File: config.mk
export PLATFORM = sky130hd
export DESIGN_NAME = mem_arbiter
export DESIGN_NICKNAME = d
export VERILOG_FILES = /design/src/rtl/mem_arbiter.sv
export SDC_FILE = /design/constraint.sdc
export NUM_CORES = 1
export LEC_CHECK = 0
export CORE_MARGIN = 1
export CORE_UTILIZATION = 42
export CTS_CLUSTER_SIZE = 28
export DETAILED_ROUTE_END_ITERATION = 16
export GPL_TIMING_DRIVEN = 0
export PLACE_DENSITY_LB_ADDON = 0.2
export SETUP_SLACK_MARGIN = 0.3
export SLEW_MARGIN = 10
export SYNTH_ARGS = -nofsm -noshare
export SYNTH_HDL_FRONTEND = slang
export SYNTH_SLANG_ARGS = --single-unit
File: constraint.sdc
create_clock -name clk -period 3.4 [get_ports clk]
set_clock_uncertainty 0.05 [all_clocks]
set_input_delay 0.68 -clock clk [delete_from_list [all_inputs] [get_ports clk]]
set_output_delay 0.68 -clock clk [all_outputs]
set_load 0.03 [all_outputs]
File: src/rtl/mem_arbiter.sv
// mem_arbiter: shares one physical memory port between the instruction-fetch
// port (port 1, read-only) and the data port (port 2, read/write). Port 2 wins
// arbitration unless it has already taken MAX_D_STREAK grants in a row while
// port 1 was waiting.
`timescale 1ns/1ps

module mem_arbiter #(
  parameter int unsigned MAX_D_STREAK = 4
) (
  input  logic        clk,
  input  logic        reset,
  input  logic [15:0] mem_addr1,
  input  logic        mem_read1,
  output logic [15:0] mem_rdata1,
  output logic        mem_resp1,
  input  logic [15:0] mem_addr2,
  input  logic        mem_read2,
  input  logic        mem_write2,
  input  logic [15:0] mem_wdata2,
  input  logic [1:0]  mem_wmask2,
  output logic [15:0] mem_rdata2,
  output logic        mem_resp2,
  output logic [15:0] pmem_address,
  output logic        pmem_read,
  output logic        pmem_write,
  output logic [15:0] pmem_wdata,
  output logic [1:0]  pmem_wmask,
  input  logic [15:0] pmem_rdata,
  input  logic        pmem_resp
);

  localparam logic [2:0] S_IDLE   = 3'd0;
  localparam logic [2:0] S_SERVE1 = 3'd1;
  localparam logic [2:0] S_SERVE2 = 3'd2;
  localparam logic [2:0] S_DONE1  = 3'd3;
  localparam logic [2:0] S_DONE2  = 3'd4;

  localparam logic [3:0] MAX_STREAK = 4'(MAX_D_STREAK);

  logic [2:0]  r_state;
  logic [3:0]  r_streak;
  logic [15:0] r_addr;
  logic [15:0] r_wdata;
  logic [1:0]  r_wmask;
  logic        r_is_write;
  logic [15:0] r_rdata1;
  logic [15:0] r_rdata2;

  logic w_req1;
  logic w_req2;
  logic w_idle;
  logic w_grant1;
  logic w_grant2;

  assign w_req1 = mem_read1;
  assign w_req2 = mem_read2 | mem_write2;
  assign w_idle = (r_state == S_IDLE);

  // Port 2 is preferred; it yields only when port 1 is waiting and the streak is used up.
  assign w_grant2 = w_idle && w_req2 && !(w_req1 && (r_streak == MAX_STREAK));
  assign w_grant1 = w_idle && !w_grant2 && w_req1;

  // State sequencing plus latching of the granted request's address, data, mask and op.
  // NOTE: sequential state uses non-blocking assignments so every register samples
  // pre-edge values; blocking here would make results depend on statement order.
  always_ff @(posedge clk or posedge reset) begin
    if (reset) begin
      r_state    <= S_IDLE;
      r_addr     <= '0;
      r_wdata    <= '0;
      r_wmask    <= '0;
      r_is_write <= 1'b0;
    end else begin
      case (r_state)
        S_IDLE: begin
          if (w_grant2) begin
            r_state    <= S_SERVE2;
            r_addr     <= mem_addr2;
            r_is_write <= mem_write2;
            r_wdata    <= mem_write2 ? mem_wdata2 : 16'h0000;
            r_wmask    <= mem_write2 ? mem_wmask2 : 2'b11;
          end else if (w_grant1) begin
            r_state    <= S_SERVE1;
            r_addr     <= mem_addr1;
            r_is_write <= 1'b0;
            r_wdata    <= 16'h0000;
            r_wmask    <= 2'b11;
          end
        end
        S_SERVE1: if (pmem_resp) r_state <= S_DONE1;
        S_SERVE2: if (pmem_resp) r_state <= S_DONE2;
        S_DONE1:  r_state <= S_IDLE;
        S_DONE2:  r_state <= S_IDLE;
        default:  r_state <= S_IDLE;
      endcase
    end
  end

  // Count consecutive port-2 grants taken while port 1 was waiting.
  always_ff @(posedge clk or posedge reset) begin
    if (reset) begin
      r_streak <= '0;
    end else if (w_grant2) begin
      if (!w_req1)                      r_streak <= '0;
      else if (r_streak != MAX_STREAK)  r_streak <= r_streak + 4'd1;
    end else if (w_grant1) begin
      r_streak <= '0;
    end
  end

  // Capture physical read data per port; the other port's copy keeps its last value.
  always_ff @(posedge clk or posedge reset) begin
    if (reset) begin
      r_rdata1 <= '0;
      r_rdata2 <= '0;
    end else if (pmem_resp) begin
      if (r_state == S_SERVE1) r_rdata1 <= pmem_rdata;
      if (r_state == S_SERVE2) r_rdata2 <= pmem_rdata;
    end
  end

  assign pmem_read    = (r_state == S_SERVE1) || ((r_state == S_SERVE2) && !r_is_write);
  assign pmem_write   = (r_state == S_SERVE2) && r_is_write;
  assign pmem_address = r_addr;
  assign pmem_wdata   = r_wdata;
  assign pmem_wmask   = r_wmask;

  assign mem_resp1  = (r_state == S_DONE1);
  assign mem_resp2  = (r_state == S_DONE2);
  assign mem_rdata1 = r_rdata1;
  assign mem_rdata2 = r_rdata2;

endmodule

==> results.yml, run 1 <==
clock_tree:
  cts_tree: "yes"
  clk_latency_ps: 340
  cts_buffers: 9
  htree_levels: 3
  holdBufCountCts: 0
  clock_path_buffers: 2
  cts_resized: 0
  clkTransAtPathRegs_ps: 80
  clock_sinks: 74
  cts_setup_buffers: 0
  clockRootBuffer: "clkbuf_8"
place:
  numPortBuffers: 140
  dpl.hpwl_um: 5210
  placed_area_um2: 4700
  place_congestion: 0.756
timing:
  fmax_mhz: 373
  timing.final.crit_share: 0.788
  fin_crit_ps: 2680
  hold_ws_ps: 437
  setup_viol: 0
  worst_pin_slew_ps: 470
  slew_headroom: 0.687
  hold_viol: 0
  slew_viol_final: 0
  rsz0062_at_grt: "false"
global_route:
  grt_pass1_vias: 2419
  grt_use_total: 0.189
  antenna_found_initial: 0
  overflow: 0
  grt_max_degree: 39
  grt_pass1_wl_um: 11300
hold_path:
  worstHoldPathType: "flop to flop"
  hp-start: "mem_rdata1[6]"
layout:
  final_common_cell: "clkdlybuf4s50_1"
  n_antenna_cell: 0
  post-route-util: 0.676
  area_growth_pct: 55.6
  final_cell_mix: "clkdlybuf4s50_1 (140), dfrtp_1 (74), nand2_1 (21), a21oi_1 (19), nor2_1 (18)"
  layout.nets: 475
  drive_gt1_frac: 0.180
  stdcell_area_um2: 4900
drt:
  drt_first_pass_iters: 4
  num_vias: 2459
  route.detailed.drc: 0
  ant_nets: 0
  avgViaCountPerCell: 4.87
  dr.first_iter.drc_count: 85
  routedWlPerCell_um: 14.2
  routed_wl_um: 7170
logic_synthesis:
  syn_area_per_cell_um2: 12.7
  syn_nets: 323
  synthCells: 249
  seq_area_frac_synth: 0.588
  syn_area_um2: 3150
  synth_ff_type: "dfrtp_1"
  synth-edff-count: 0
  yosysWarnings: 0
  ys_types: 35
  ys_async_sr_fraction: 1.00
  synth-seq-cells: 74
power_and_ir_drop:
  powerDensity_nw_per_um2: 1060
  max-vdd-ir-drop_uv: 502
  p_leak_nw: 2.07
worst_setup_path:
  worst-r2r-setup-slack_ps: 1520
  criticalPathCategory: "flop to primary output"
  arrival_ps: 1950
  startpoint: "r_state[1]"
  crit_path_end_kind: "primary output"
  worstPathRequired_ps: 2670
  r2r-start: "r_streak[0]"
  worst_setup_path_start_kind: "flop"
  crit_fanout: 7
floorplanning:
  start_util: 0.434
  die_h_um: 88.6
  num_io_pins: 142
  die_w_um: 88.6
  core_area_um2: 7250
  die-area_um2: 7850
  rows: 31
job:
  cap_violations: 0
status:
  outcome: "completed"
[through the flow]
stage	std cells	power [mW]	TNS, ps	setup slack (ps)
floorplan	249	3.39	0	788
global placement	488	4.50	-33980	-461
detailed placement	489	4.56	0	927
CTS	505	5.26	0	713
global route	505	5.52	0	622
finish	505	5.21	0	721
[cell type report]
| class | instances | area (um2) |
|---|---|---|
| Fill cell | 585 | 2350 |
| Sequential cell | 74 | 1850 |
| Timing Repair Buffer | 141 | 1420 |
| Multi-Input combinational cell | 153 | 1140 |
| Clock buffer | 10 | 138 |
| Buffer | 16 | 136 |
| Tap cell | 99 | 124 |
| Clock inverter | 6 | 65.1 |
| Inverter | 6 | 25.0 |
[cell families after synthesis]
family                     count (synthesis)  synth area share
and+or+nand+nor                           58            0.0917
AOI/OAI and AO/OA                         61             0.148
muxes                                     32             0.114
adders and majority gates                  2           0.00794
buffers and inverters                     22            0.0504
DFF                                       74             0.588
[critical path: stages (launching register included)]
cell and delay, ps:
dfrtp_1 500, inv_2 90, nor3_1 190, a21oi_1 60
nor2_1 80, clkdlybuf4s50_1 690
[registers in the layout (all words and copies together) (netlist names)]
name / cells
pmem_wdata: 16
pmem_address: 16
mem_rdata2: 16
r_is_write: 1
r_streak: 4
r_state: 3
mem_rdata1: 16
pmem_wmask: 2
[metal layers]
layer	wire length (um)	track usage
met5	0	0
met4	78	0.0836
met1	3130	0.243
met3	568	0.0597
met2	3400	0.295
[final timing paths]
| path | to | cells past startpoint |
|---|---|---|
| worst max-delay path | pmem_read | 5 |
| worst min-delay path | mem_rdata1[6] | 1 |
| worst max register to register | pmem_address[3] | 7 |
| worst min register to register | mem_rdata1[6] | 1 |
| max in group asynchronous | pmem_wdata[7] | 3 |
| min in group asynchronous | mem_rdata1[2] | 2 |
[power breakdown]
group	total, mW	switching (mW)	internal (mW)
logic	2.97	1.65	1.32
registers	1.55	0.233	1.32
clock network	0.688	0.328	0.360
[cells in the mapped netlist (3+ instances only)]
library cell / count / share of area
nand3_1: 4 / 0.0064
mux2_2: 16 / 0.057
nor2_1: 18 / 0.021
a22o_1: 16 / 0.044
dfrtp_1: 74 / 0.59
buf_2: 3 / 0.0048
and3_1: 4 / 0.0079
buf_4: 7 / 0.017
a21oi_2: 16 / 0.044
nand2_1: 21 / 0.025
a21oi_1: 19 / 0.030
buf_6: 4 / 0.014
mux2_1: 16 / 0.057
inv_1: 5 / 0.0060
(Power assumes the default switching activity.)
==> inputs of run 2 (changes only) <==
Settings changed: CORE_UTILIZATION 42 to 38.
Clock period 3.4 ns to 2.16 ns, I/O delays scaled along.
==> run 2 against run 1 <==
Die area rose by 10%; routed wire length rose by 9.0%; first-iteration DRC count fell by 18%; count of clock-buffer cells in the layout rose by 1; core utilization fell by 2.2 points; sequential power rose by 55%; hold slack got worse by 68 ps; total power rose by 61%; via count rose by 2.7%; non-clock buffer count rose by 12; clock power rose by 95%; combinational power rose by 57%; largest power group unchanged.
==> results.yml, run 2 (synthesized netlist as in run 1, its figures left out) <==
status:
  outcome: "completed"
clock_tree:
  htree_levels: 3
  cts_tree: "yes"
  clock_path_buffers: 2
  clock_sinks: 74
  clockRootBuffer: "clkbuf_8"
  clk_latency_ps: 330
  holdBufCountCts: 0
  cts_buffers: 9
  clkTransAtPathRegs_ps: 80
worst_setup_path:
  worstPathRequired_ps: 1680
  worst_setup_path_start_kind: "flop"
  criticalPathCategory: "flop to primary output"
  cp_top_family: "flip-flops"
  crit_chain: "buf_6 > nor3_2 > a21oi_1 > nor2_1 > buf_4"
  rr_endpoint: "r_streak[2]"
  worst-r2r-setup-slack_ps: 400
  critPathMaxStageDelay_ps: 370
  arrival_ps: 1360
  startpoint: "r_state[0]"
  crit_fanout: 9
  crit_path_end_kind: "primary output"
  critPathBufInv: 2
  r2r-start: "r_streak[1]"
  r2r_cells: 8
  slowest_stage: "dfrtp_1"
drt:
  routed_wl_um: 7820
  ant_nets: 0
  route.detailed.drc: 0
  dr.first_iter.drc_count: 70
  routedWlPerCell_um: 15.0
  num_vias: 2525
  drt_first_pass_iters: 4
  avgViaCountPerCell: 4.86
layout:
  area_growth_pct: 63.6
  drive_gt1_frac: 0.220
  final_cell_mix: "dfrtp_1 (73), clkdlybuf4s50_1 (70), dlymetal6s2s_1 (38), dlygate4sd2_1 (28), nand2_1 (21)"
  regArea_um2: 1850
  stdcell_count: 520
  final_common_cell: "dfrtp_1"
  fill_cells: 635
  n_antenna_cell: 0
  multiInputGateArea_um2: 1160
  layout.nets: 487
power_and_ir_drop:
  p_switching_mw: 3.53
  p_leak_nw: 2.62
  powerDensity_nw_per_um2: 1630
  p_clk_frac: 0.159
  internal-power_mw: 4.88
  finalPower_mw: 8.41
  switching_share: 0.420
  seqPwrFrac: 0.286
  pwr-share-comb: 0.555
  max-vdd-ir-drop_uv: 836
timing:
  slew_viol_final: 0
  fmax_mhz: 543
  rsz0062_at_grt: "true"
  finalWorstSetupSlack_ps: 317
  timing.final.crit_share: 0.853
  hold_ws_ps: 369
  fin_crit_ps: 1840
  slew_headroom: 0.593
  worst_pin_slew_ps: 609
  setup_viol: 0
  hold_viol: 0
hold_path:
  hold_depth: 3
  worstHoldPathType: "input port to flop"
  holdPathEnd: "r_streak[1]"
  hp-start: "mem_read1"
global_route:
  antenna_found_initial: 0
  overflow: 0
  grt_pass1_wl_um: 12800
  grt_pass1_vias: 2592
  grt_use_total: 0.188
  grt_max_degree: 31
floorplanning:
  die-area_um2: 8660
  core_area_um2: 7890
  num_io_pins: 142
  die_h_um: 93.1
  die_w_um: 93.1
  rows: 32
  start_util: 0.399
place:
  dpl_worst_slack_ps: -87.3
  numPortBuffers: 140
  dp_cells: 493
  dpl.hpwl_um: 5640
  place_congestion: 0.691
job:
  cap_violations: 0
[run 2: cell types whose count changed in the layout (fill, tap and decap cells not counted), sizes merged]
cell           previous run  this run
clkdlybuf4s50           140        70
clkbuf                   11        13
dlygate4sd2               0        28
inv                       7         5
bufinv                    1         3
buf                      16        31
dlymetal6s2s              0        38
clkinv                    3         2
[run 2: how the worst max path moves through the flow]
stage / endpoint / cells after the start / slack [ps]
floorplan: mem_resp1 / 2 / 410
global placement: mem_rdata1[5] / 5 / -70
detailed placement: mem_rdata1[9] / 5 / -90
CTS: pmem_read / 5 / 270
global route: pmem_read / 5 / 250
finish: pmem_read / 5 / 320
[run 2: power by group through the flow]
| stage | sequential [mW] | clock [mW] | combinational, mW |
|---|---|---|---|
| 2_1_floorplan | 3.69 | 0 | 1.64 |
| 3_3_place_gp | 2.44 | 0 | 4.66 |
| 3_5_place_dp | 2.47 | 0 | 4.74 |
| 4_1_cts | 2.44 | 1.36 | 4.55 |
| 5_1_grt | 2.50 | 1.42 | 4.98 |
| 6_report | 2.41 | 1.34 | 4.66 |
[run 2: through the flow]
stage,setup TNS (ps),utilization,cell area [um2]
6_report,0,0.653,5150
2_1_floorplan,0,-,3150
5_1_grt,0,0.653,5150
3_5_place_dp,-1290,0.600,4730
3_3_place_gp,-4410,0.594,4680
4_1_cts,0,0.627,4940
[run 2: layout make-up]
class / instances / area share
buffer: 16 / 0.0279
inverter: 6 / 0.00510
sequential: 74 / 0.360
multi-input combinational: 153 / 0.225
timing repair buffer: 153 / 0.309
tap: 102 / 0.0248
clock inverter: 5 / 0.0194
clock buffer: 11 / 0.0294
[run 2: worst register-to-register path: stages (launching register included)]
cell and delay, ps:
dfrtp_1 400, inv_1 90, ha_1 140, nand4b_1 220, and3_1 230, buf_6 140
buf_12 150, nand4_1 100, o311ai_2 100
[run 2: what timing repair did]
action                                  4_1_cts  5_1_grt
endpoints found under the setup margin       52       68
gates cloned                                  0        0
gates resized for setup                      52       49
pin swaps                                     1        5
buffers inserted                              2        9
[run 2: routing by layer]
metal	vias to the layer above	track usage	wire (um)
li1	1206	-	-
met1	1210	0.251	3500
met2	102	0.289	3620
met3	7	0.0626	643
met4	0	0.0577	59
met5	-	0	0
